<file path="src/rtl/kyber_comp_decomp.sv">
// kyber_comp_decomp: 8-lane Kyber compress (d=1/4/10) and decompress datapath.
// Both directions are registered with one cycle of latency.
module kyber_comp_decomp #(
    parameter int Q     = 3329,
    parameter int LANES = 8
) (
    input  logic        clk,
    input  logic        rst,
    input  logic [3:0]  d,
    input  logic [95:0] in_data,
    output logic [7:0]  out_data_d1,
    output logic [31:0] out_data_d4,
    output logic [79:0] out_data_d10,
    input  logic [7:0]  in_data_d1,
    input  logic [31:0] in_data_d4,
    input  logic [79:0] in_data_d10,
    output logic [95:0] out_data
);
    localparam int H = (Q - 1) / 2;

    logic [7:0]  w_c1;
    logic [31:0] w_c4;
    logic [79:0] w_c10;
    logic [95:0] w_dec;

    for (genvar i = 0; i < LANES; i++) begin : g_lane
        logic [11:0] w_x;
        logic [23:0] w_n1, w_n4, w_n10;
        logic [23:0] w_p1, w_p4, w_p10;
        assign w_x   = in_data[12*i +: 12];
        assign w_n1  = {11'b0, w_x, 1'b0} + 24'(H);
        assign w_n4  = {8'b0, w_x, 4'b0} + 24'(H);
        assign w_n10 = {2'b0, w_x, 10'b0} + 24'(H);
        // Truncating the quotient performs the mod 2^d wrap (x near Q -> 0)
        assign w_c1[i]          = 1'(w_n1 / 24'(Q));
        assign w_c4[4*i +: 4]   = 4'(w_n4 / 24'(Q));
        assign w_c10[10*i +: 10] = 10'(w_n10 / 24'(Q));
        assign w_p1  = 24'(in_data_d1[i]) * 24'(Q) + 24'd1;
        assign w_p4  = 24'(in_data_d4[4*i +: 4]) * 24'(Q) + 24'd8;
        assign w_p10 = 24'(in_data_d10[10*i +: 10]) * 24'(Q) + 24'd512;
        assign w_dec[12*i +: 12] = (d == 4'd1)  ? 12'(w_p1 >> 1)   :
                                   (d == 4'd4)  ? 12'(w_p4 >> 4)   :
                                   (d == 4'd10) ? 12'(w_p10 >> 10) : 12'd0;
    end

    always_ff @(posedge clk or posedge rst) begin
        if (rst) begin
            out_data_d1  <= '0;
            out_data_d4  <= '0;
            out_data_d10 <= '0;
            out_data     <= '0;
        end else begin
            out_data_d1  <= w_c1;
            out_data_d4  <= w_c4;
            out_data_d10 <= w_c10;
            out_data     <= w_dec;
        end
    end
endmodule

</file>
<file path="config.mk">
export PLATFORM = sky130hd
export DESIGN_NAME = kyber_comp_decomp
export DESIGN_NICKNAME = d
export VERILOG_FILES = /design/src/rtl/kyber_comp_decomp.sv
export SDC_FILE = /design/constraint.sdc
export NUM_CORES = 2
export LEC_CHECK = 0
export CAP_MARGIN = 20
export CORE_MARGIN = 2
export CORE_UTILIZATION = 49
export CTS_CLUSTER_DIAMETER = 30
export DETAILED_ROUTE_END_ITERATION = 8
export HOLD_SLACK_MARGIN = 0.03
export PLACE_DENSITY = 0.68
export SLEW_MARGIN = 10
export SYNTH_ARGS = -nofsm -noshare
export SYNTH_HDL_FRONTEND = slang
export SYNTH_SLANG_ARGS = --single-unit
</file>
<file path="constraint.sdc">
create_clock -name clk -period 12.6 [get_ports clk]
set_clock_uncertainty 0.05 [all_clocks]
set_input_delay 2.52 -clock clk [delete_from_list [all_inputs] [get_ports clk]]
set_output_delay 2.52 -clock clk [all_outputs]
set_load 0.005 [all_outputs]
</file>
==> flow_summary.ini <==
[outcome]
run_status = finished, violations left
violations = negative setup slack

[logic_synthesis]
synth_edf_count = 0
synth-main-ff-cell = dfrtp_1
yosys.area.top_type_share_pct = 12.47
synth_area_per_cell_um2 = 7.070
ys_seq_area_share_pct = 7.099
synthArstFlopShare_pct = 100.0
synth_common_cells = nand2_1, nor2_1, ha_1
yosys.area.top_type = ha_1
synth_warnings = 0
syn_area_mm2 = 0.07614
synth_most_common_cell = nand2_1
synth_cell_type_count = 151
ys_ff_latch = 216
syn_nets = 11810
syn-instance-count = 10770
synth.area.top_cells = ha_1, xnor2_1, dfrtp_1

[timing]
timing.final.crit_share_pct = 112.3
hold_violations = 0
max_freq_ghz = 0.07068
rsz0062_at_grt = yes
fin_crit_ps = 14150
worst_slew_pin_slew_ps = 1040
maxSlewHeadroom_pct = 29.75
fin_ws_ps = -1548
slew_viol_final = 0
finalSetupViolCount = 15

[finish]
layout-drive-gt1-share_pct = 35.71
num-nets-final = 15710
n_fill_cell = 11370
final_util_pct = 77.41
seq_area_mm2 = 0.005405
multi_input_area_mm2 = 0.07270
syn2layout_area_growth_pct = 56.80
fin_area_mm2 = 0.1194

[cts]
cts_tree = done
cts_sinks = 216
cts_max_level = 3
clk_pin_slew_worst_paths_ps = 50
cts_buffers = 78
cts_buffer_depth = 3
cts_root_buf = clkbuf_16

[setup_path]
max_stage_delay_ps = 500
cp.depth = 65
cp.arrival_ps = 14620
end_kind = flip-flop
crit_type = primary input to flip-flop
worst-endpoint-required_ps = 13070
crit_path_frequent_cell = ha_4
critPathSlowestCell = or4_4
startpoint = in_data[18]
crit_buf_inv = 7
startpoint_type = primary input
critPathMaxFanout = 8
critPathTopFamily = simple AND/OR/NAND/NOR gates

[grt]
antenna_found_initial = 21
grt_pass1_vias = 99710
grt_pass1_wl_mm = 498.2
grt_max_degree = 89
grt-ovfl-total = 0
grt_usage_pct = 37.20

[placement]
gp_congestion = 0.9661
io_buffer_count = 437
preCtsSetupSlack_ps = -3399
hpwl_mm = 242.6
place_area_mm2 = 0.1098

[floorplanning]
design.portCount = 438
dieHeight_um = 398.2
coreArea_mm2 = 0.1542
dieArea_mm2 = 0.1586
die_x_um = 398.2
initial_utilization_pct = 49.37
fp-row-count = 144

[power]
powerDensity_mw_per_mm2 = 254.0
ir_drop_mv = 0.3942
leakage_nw = 53.51

[routing]
antenna_left = 0
first_iter_violations = 7608
dr.pass1.iters = 7
via_per_inst = 6.020
route.detailed.drc = 0
vias = 101100
wirelength_mm = 315.1
wl_per_cell_um = 18.77

[min_path]
hold_class = primary input to async pin

[flow_run]
cap_violations = 0
## layout by cell type (no fill, tap or decap), drive strengths merged, types with 59 or more instances in the layout
cell	instances
nand2b	133
nor4	132
dfrtp	216
clkdlybuf4s50	345
a211oi	157
nand3	385
nand4	151
nand2	974
buf	3849
nor2b	107
a211o	65
and2	189
ha	759
xor2	270
o211ai	162
o31ai	118
o21a	114
a21boi	82
or2	130
a31oi	208
mux2	59
inv	653
o2111ai	61
a21oi	626
xnor2	694
nor2	868
a22oi	67
a21o	149
o21ai	660
and3	160
o22ai	105
or3	133
and4	59
fa	64
mux2i	150
nor3	410
clkbuf	97
## per-stage QoR
step	total power, mW	std cells	hold slack (ps)	TNS (ps)
after floorplan	14.43	10770	2587	-37210
after global placement	24.21	16200	2983	-35160
after detailed placement	24.81	16210	2990	-40490
after CTS	28.67	16660	2217	-6681
after global routing	32.41	16790	2266	-17790
final	30.33	16790	2211	-10540
## worst paths after layout
| kind | end | slack (ps) |
|---|---|---|
| worst max-delay path | out_data_d10[10]$_DFF_PP0_ | -1550 |
| worst min-delay path | out_data_d10[78]$_DFF_PP0_ | 2210 |
| max in group asynchronous | out_data_d10[1]$_DFF_PP0_ | 8360 |
| min in group clk | out_data[89]$_DFF_PP0_ | 2410 |
## sequential cells by signal (all words and copies together) (netlist names)
name / cells
out_data: 96
out_data_d10: 80
out_data_d4: 32
out_data_d1: 8
## layer usage
metal | global-route usage [%] | vias to the layer above | routed length (um)
met5 | 0 | - | 115
met4 | 16.86 | 16 | 15120
met3 | 5.650 | 993 | 21220
met2 | 65.40 | 3897 | 151100
met1 | 44.38 | 47890 | 127600
li1 | - | 48270 | -
## area by class of cell
type / instances / area share (%)
flip-flops and latches: 216 / 4.527
inverters: 664 / 2.211
clock buffers: 92 / 1.746
multi-input cells: 9480 / 60.89
repair buffers: 4229 / 27.77
diodes: 12 / 0.02515
clock inverters: 51 / 0.6854
well taps: 2044 / 2.142
## where the power goes
group / internal [mW] / switching, mW
sequential: 0.826 / 0.0570
combinational: 13.4 / 13.9
clock: 1.49 / 0.699
total: 15.7 / 14.6
## kinds of logic (layout without fill, tap and decap cells)
family / Yosys count / in the layout / share of synthesized area (%)
adder cells (fa/ha/maj): 829 / 829 / 14.23
multiplexers: 209 / 209 / 2.845
other: 0 / 12 / 0
AO/OA/AOI/OAI: 3399 / 3399 / 31.66
AND/OR/NAND/NOR: 4076 / 4076 / 27.32
buffers and inverters: 1073 / 5036 / 5.609
XOR/XNOR: 967 / 967 / 11.24
flip-flops: 216 / 216 / 7.099
## repair_timing
item                       CTS  global route
setup endpoints to repair   19            19
hold endpoints to repair     0             0
hold buffers                 0             0
setup buffers              312           122
resized for setup          763           327
gates cloned                 1             0
pin swaps                  459           267
Note: power is estimated with default switching activity, not from simulation.
